--- config.mk ---
export PLATFORM = sky130hd
export DESIGN_NAME = mul_seq
export DESIGN_NICKNAME = d
export VERILOG_FILES = /design/src/rtl/mycpu_pkg.sv /design/src/rtl/mul_seq.sv
export SDC_FILE = /design/constraint.sdc
export NUM_CORES = 1
export LEC_CHECK = 0
export ABC_AREA = 1
export BUFFER_PORTS_ARGS = -buffer_cell sky130_fd_sc_hd__buf_2
export CORE_MARGIN = 3
export CORE_UTILIZATION = 35
export CTS_CLUSTER_SIZE = 14
export DETAILED_ROUTE_END_ITERATION = 8
export GPL_TIMING_DRIVEN = 0
export PLACE_DENSITY_LB_ADDON = 0.3
export SYNTH_ARGS = -nofsm -noshare
export SYNTH_HDL_FRONTEND = slang
export SYNTH_SLANG_ARGS = --single-unit
--- constraint.sdc ---
create_clock -name clk -period 3.5 [get_ports clk]
set_clock_uncertainty 0.15 [all_clocks]
set_input_delay 0.7 -clock clk [delete_from_list [all_inputs] [get_ports clk]]
set_output_delay 0.7 -clock clk [all_outputs]
set_load 0.1 [all_outputs]
--- src/rtl/mycpu_pkg.sv ---
`default_nettype none
// ============================================================================
// Module   : mycpu_pkg
// Brief    : Shared CPU types: FU function select, multiplier FSM states and
//            the multiplier saturation value.
// Revision : 1.0 - initial release
// ============================================================================
package mycpu_pkg;

  localparam int MUL_W = 16;

  typedef enum logic [3:0] {
    FCLR = 4'h0,
    FADD = 4'h1,
    FSUB = 4'h2,
    FAND = 4'h3,
    FOR  = 4'h4,
    FXOR = 4'h5,
    FSHL = 4'h6,
    FSHR = 4'h7
  } fs_t;

  typedef enum logic [2:0] {
    MUL_IDLE = 3'd0,
    MUL_ADD  = 3'd1,
    MUL_SHL  = 3'd2,
    MUL_SHR  = 3'd3,
    MUL_DONE = 3'd4
  } mul_state_t;

  localparam logic [MUL_W-1:0] MUL_SAT_VAL = 16'h7FFF;

endpackage
`default_nettype wire

--- src/rtl/mul_seq.sv ---
`default_nettype none
// ============================================================================
// Module   : mul_seq
// Brief    : Sequential 16x16 unsigned shift-and-add multiplier driving a
//            shared external FU. Define MUL_SAT_EN to saturate on overflow.
// Revision : 1.0 - initial release
// ============================================================================
module mul_seq
  import mycpu_pkg::*;
(
  input  logic             clk,
  input  logic             rst_n,
  input  logic             start,
  input  logic [MUL_W-1:0] a_in,
  input  logic [MUL_W-1:0] b_in,
  output logic             busy,
  output logic             done,
  output logic [MUL_W-1:0] product,
  output logic             ovf,
  output logic [MUL_W-1:0] fu_a,
  output logic [MUL_W-1:0] fu_b,
  output logic [3:0]       fu_fs,
  input  logic [MUL_W-1:0] fu_f,
  input  logic             fu_z
);

  mul_state_t       state_q, state_d;
  logic [MUL_W-1:0] acc_q, acc_d;
  logic [MUL_W-1:0] mcand_q, mcand_d;
  logic [MUL_W-1:0] mplier_q, mplier_d;
  logic             lost_q, lost_d;
  logic             carry_q, carry_d;
  logic [MUL_W-1:0] product_q, product_d;
  logic             ovf_q, ovf_d;

  fs_t              fs_w;
  logic [MUL_W-1:0] result_w;

`ifdef MUL_SAT_EN
  assign result_w = carry_q ? MUL_SAT_VAL : acc_q;
`else
  assign result_w = acc_q;
`endif

  always_comb begin
    state_d   = state_q;
    acc_d     = acc_q;
    mcand_d   = mcand_q;
    mplier_d  = mplier_q;
    lost_d    = lost_q;
    carry_d   = carry_q;
    product_d = product_q;
    ovf_d     = ovf_q;
    fs_w      = FCLR;
    fu_a      = '0;
    fu_b      = '0;

    case (state_q)
      MUL_IDLE: begin
        if (start) begin
          mcand_d  = a_in;
          mplier_d = b_in;
          acc_d    = '0;
          lost_d   = 1'b0;
          carry_d  = 1'b0;
          if (b_in == '0)
            state_d = MUL_DONE;
          else if (b_in[0])
            state_d = MUL_ADD;
          else
            state_d = MUL_SHL;
        end
      end

      // A wrapped sum, or adding a multiplicand that already shifted a 1 out
      // of the top, both mean the true product no longer fits in 16 bits.
      MUL_ADD: begin
        fs_w    = FADD;
        fu_a    = acc_q;
        fu_b    = mcand_q;
        acc_d   = fu_f;
        carry_d = carry_q | (fu_f < acc_q) | lost_q;
        state_d = MUL_SHL;
      end

      MUL_SHL: begin
        fs_w    = FSHL;
        fu_b    = mcand_q;
        mcand_d = fu_f;
        if (mcand_q[MUL_W-1])
          lost_d = 1'b1;
        state_d = MUL_SHR;
      end

      MUL_SHR: begin
        fs_w     = FSHR;
        fu_b     = mplier_q;
        mplier_d = fu_f;
        if (fu_z)
          state_d = MUL_DONE;
        else if (fu_f[0])
          state_d = MUL_ADD;
        else
          state_d = MUL_SHL;
      end

      MUL_DONE: begin
        product_d = result_w;
        ovf_d     = carry_q;
        state_d   = MUL_IDLE;
      end

      default: state_d = MUL_IDLE;
    endcase
  end

  always_ff @(posedge clk or negedge rst_n) begin
    if (!rst_n) begin
      state_q   <= MUL_IDLE;
      acc_q     <= '0;
      mcand_q   <= '0;
      mplier_q  <= '0;
      lost_q    <= 1'b0;
      carry_q   <= 1'b0;
      product_q <= '0;
      ovf_q     <= 1'b0;
    end else begin
      state_q   <= state_d;
      acc_q     <= acc_d;
      mcand_q   <= mcand_d;
      mplier_q  <= mplier_d;
      lost_q    <= lost_d;
      carry_q   <= carry_d;
      product_q <= product_d;
      ovf_q     <= ovf_d;
    end
  end

  // The result is already visible during the DONE pulse, then held.
  assign busy    = (state_q != MUL_IDLE);
  assign done    = (state_q == MUL_DONE);
  assign product = done ? result_w : product_q;
  assign ovf     = done ? carry_q  : ovf_q;
  assign fu_fs   = fs_w;

endmodule
`default_nettype wire

Word level (Yosys, flattened, before mapping). Cells that the tools add are included.

Input bits: 52. Register bits after elaboration: 70.

Mux-type cells: 21. Reductions and logical operators: 11. Order comparisons: 1. Bitwise logic cells: 2. Equal/unequal tests: 6.

Operators by type and width (count): one-hot mux 16 bit (2 select lines) (4); two-way mux 16 bit (5); logical NOT 16 bit (1); less-than comparator 16 bit (1); one-hot mux 3 bit (4 select lines) (1); two-way mux 3 bit (3); one-hot mux 3 bit (3 select lines) (1); equality test 3 x 2 -> 1 bit, second input constant (2); AND reduction 2 bit (3); nonzero test 2 bit (3); two-way mux 2 bit (2); inequality test 2 bit, second input constant (2); one-hot mux 1 bit (2 select lines) (2); equality test 3 x 1 -> 1 bit, second input constant (1); equality test 3 bit, second input constant (1); logical NOT 3 bit (1); two-way mux 1 bit (3); AND reduction 3 bit (1); nonzero test 3 bit (1); OR 1 bit (2); OR reduction 2 bit (1).

Depth between registers and ports, before layout.
Word-level depth: 4. Depth in mapped cells: 13. Mapped depth without buffers: 13.

Worst setup path after synthesis. Ideal clock, no wire load.

Path kind: reg-to-output. Start: register state_q[2]. End: output port fu_b[10]. Cell stages (with the launch flop): 5. Path buffers: 1. Required time: 2.650 ns. Path slack: -0.950 ns. Arrival time: 3.600 ns. Path through: dfrtp_1 -> nor2_4 -> nand2_2 -> clkbuf_1 -> o21ai_0.

Longest elaborated chain between the ends: 3. Elaborated cells between the ends (all ways): 5. Classes of those cells: 3 x eq/ne; 1 x mux; 1 x reduce/logical.

RTL lines: start: declaration (RTL line mul_seq.sv:27) `mul_state_t state_q, state_d;`; start signal: assignment (RTL line mul_seq.sv:128) `state_q <= state_d;`; equality test 3 x 2 -> 1 bit / equality test 3 x 1 -> 1 bit (equally long branches) (RTL line mul_seq.sv:58) `case (state_q)`; OR reduction 2 bit (no line); one-hot mux 16 bit (2 select lines) (*) (RTL line mul_seq.sv:58); end: declaration (RTL line mul_seq.sv:21) `output logic [MUL_W-1:0] fu_b,`.

Every way passes the cells marked *; elsewhere a longest branch is shown, timed or not.

Worst setup path after layout.
Start: register state_q[2]. End: output port fu_b[1].

Same word-level chain as after synthesis.

==> impl_metrics.toml <==
[floorplanning]
die_h_um = 108
num_rows = 36
die_x_um = 108
io_pins = 107
core_area_um2 = 10000
dieArea_um2 = 11800
initial_utilization = 0.367

[logic_synthesis]
ys_async_sr_fraction = 1.00
syn_inst = 437
ys_ff_latch = 70
yosys.area_share.simple = 0.175
muxShareOfSynthArea = 0
synth-compound-area-share = 0.190
avgSynthCellArea_um2 = 8.41
ys_seq_area_frac = 0.477
synth_top_family_by_area = "compound AO/OA/AOI/OAI gates"
ys.flop_type = "dfrtp_1"
netlist_area_um2 = 3670
synth-xor-area-share = 0
synth_cell_types = 32
syn_nets = 504
synth_fa_ha_area_frac = 0.0511
synth_edf_count = 0
yosysWarnings = 0

[sta]
slew-limit-headroom = 0.327
setup_viol = 0
post-route-min-period_ns = 3.30
fin_setup_tns_ns = 0
period_share = 0.942
hold_viol_final = 0
rsz0062_at_grt = "no"
slew_viol_final = 0
worstMarginPinSlew_ns = 1.01
fmax_ghz = 0.303

[critical_path]
cp.arrival_ns = 2.45
critPathLaunchType = "flop"
crit-reg2reg-launch = "state_q[2]"
timing.rr.end = "mplier_q[5]"
r2r_cells = 7
required_ns = 2.65
r2r_setup_slack_ns = 1.58
worstSetupPathType = "reg2out"
critPathLaunch = "state_q[2]"
crit_path_end_kind = "output pin"
critPathMaxFanout = 10

[place]
dp_hpwl_um = 8610
placedCellCount = 676
io_buffers = 105
gp_congestion = 0.841

[job]
maxCapViolations = 0

[drt]
dr.first_iter.drc_count = 193
drc = 0
dr.pass1.iters = 4
final_antenna_net_count = 0
wirelength_um = 11100
routedWlPerCell_um = 16.1
viasPerCell = 4.91
routed-via-count = 3397

[clock_network]
path_clk_slew_ns = 0.08
hold_buffers = 0
cts_max_level = 3
tritoncts = "built"
cts-root-buf = "clkbuf_8"
cts_buffer_depth = 2
clock_sinks = 70
clk-insertion-delay-late_ns = 0.36
cts_buffers = 9
cts_resized = 0
cts_setup_buffers = 0

[final_layout]
final_cell_count_no_fill = 692
nets = 621
area.growth.synth_to_final_pct = 29.3
drive_gt1_frac = 0.333
antenna_cells = 0

[global_route]
grt_max_degree = 42
grt_usage = 0.196
grt_pass1_vias = 3426
grt_pass1_wl_um = 17600
grt_overflow = 0
antenna_found_initial = 0

[min_path]
hp-class = "in2async"

[run_status]
status = "finished clean"
registers in the layout (all words and copies together) (netlist names):
signal     flops
ovf_q          1
mplier_q      16
mcand_q       16
acc_q         16
product_q     16
carry_q        1
lost_q         1
state_q        3
layer usage:
| layer | global-route usage | share of wire | vias up | routed length [µm] |
|---|---|---|---|---|
| li1 | - | - | 1689 | - |
| met1 | 0.272 | 0.46 | 1596 | 5070 |
| met2 | 0.309 | 0.47 | 100 | 5200 |
| met3 | 0.0376 | 0.062 | 12 | 692 |
| met4 | 0.0631 | 0.015 | 0 | 165 |
| met5 | 0 | 0 | - | 0 |
area by class of cell:
type	instances	area, µm²
fillers	1022	5250
inverters	68	255
flip-flops and latches	70	1750
well taps	133	166
repair buffers	106	548
clock inverters	7	121
multi-input cells	276	1650
clock buffers	9	124
plain buffers	23	134
synth_stat cells, types with 3 or more instances:
library cell  number  area share
nand2_1           75       0.077
dfrtp_1           70        0.48
inv_1             63       0.064
o21ai_0           48       0.065
nor2_1            41       0.042
o22ai_1           19       0.032
nor3_1            16       0.022
o211ai_1          16       0.033
ha_1              15       0.051
a21oi_1            9       0.012
a211oi_1           8       0.016
buf_2              8       0.011
a211oi_2           6       0.020
buf_4              6       0.012
clkbuf_1           6      0.0061
inv_2              5      0.0051
nand2_2            3      0.0051
nand3_1            3      0.0041
o21ai_1            3      0.0041
cells in the final DEF (no fill, tap or decap), types with 6 or more instances in the layout:
master,n
a21oi_1,9
inv_1,63
o22ai_1,19
nor3_1,16
buf_2,112
clkbuf_8,9
o21ai_1,20
nor2_4,8
o21ai_0,19
nand2_1,75
o21ai_2,12
dfrtp_1,70
o211ai_1,16
nor2_1,25
ha_1,15
clkbuf_1,6
a211oi_2,6
buf_4,7
a211oi_1,8
nor2_2,12
worst max-delay path, cell delays in order (launching register included):
cell,delay (ns)
dfrtp_1,0.46
nor2_4,0.24
nand2_2,0.25
clkbuf_1,0.40
o22ai_1,0.27
buf_2,0.46
how the worst max path moves through the flow:
| stage | end | depth (start not counted) |
|---|---|---|
| finish | fu_b[1] | 5 |
| global placement | fu_b[15] | 5 |
| detailed placement | fu_b[1] | 5 |
| CTS | fu_b[1] | 5 |
| global route | fu_b[1] | 5 |
| floorplan | fu_b[15] | 6 |
through the flow:
step,util,setup WS (ns),area [µm²],hold WS [ns]
after global routing,0.475,0.0797,4750,0.121
after detailed placement,0.450,0.576,4500,0.317
after floorplan,-,-0.646,3790,0.254
after CTS,0.475,0.188,4750,0.119
final,0.475,0.202,4750,0.109
after global placement,0.448,0.621,4480,0.318
logic make-up (layout without fill, tap and decap cells):
| family | count (synthesis) | count (layout) |
|---|---|---|
| other | 1 | 1 |
| adders and majority gates | 15 | 15 |
| DFF | 70 | 70 |
| AOI/OAI and AO/OA | 112 | 112 |
| and+or+nand+nor | 148 | 148 |
| buffers and inverters | 91 | 213 |
Power is left out: the tool's default activity adds up to more than one toggle a clock period on the data nets, which glitch-free logic cannot reach.
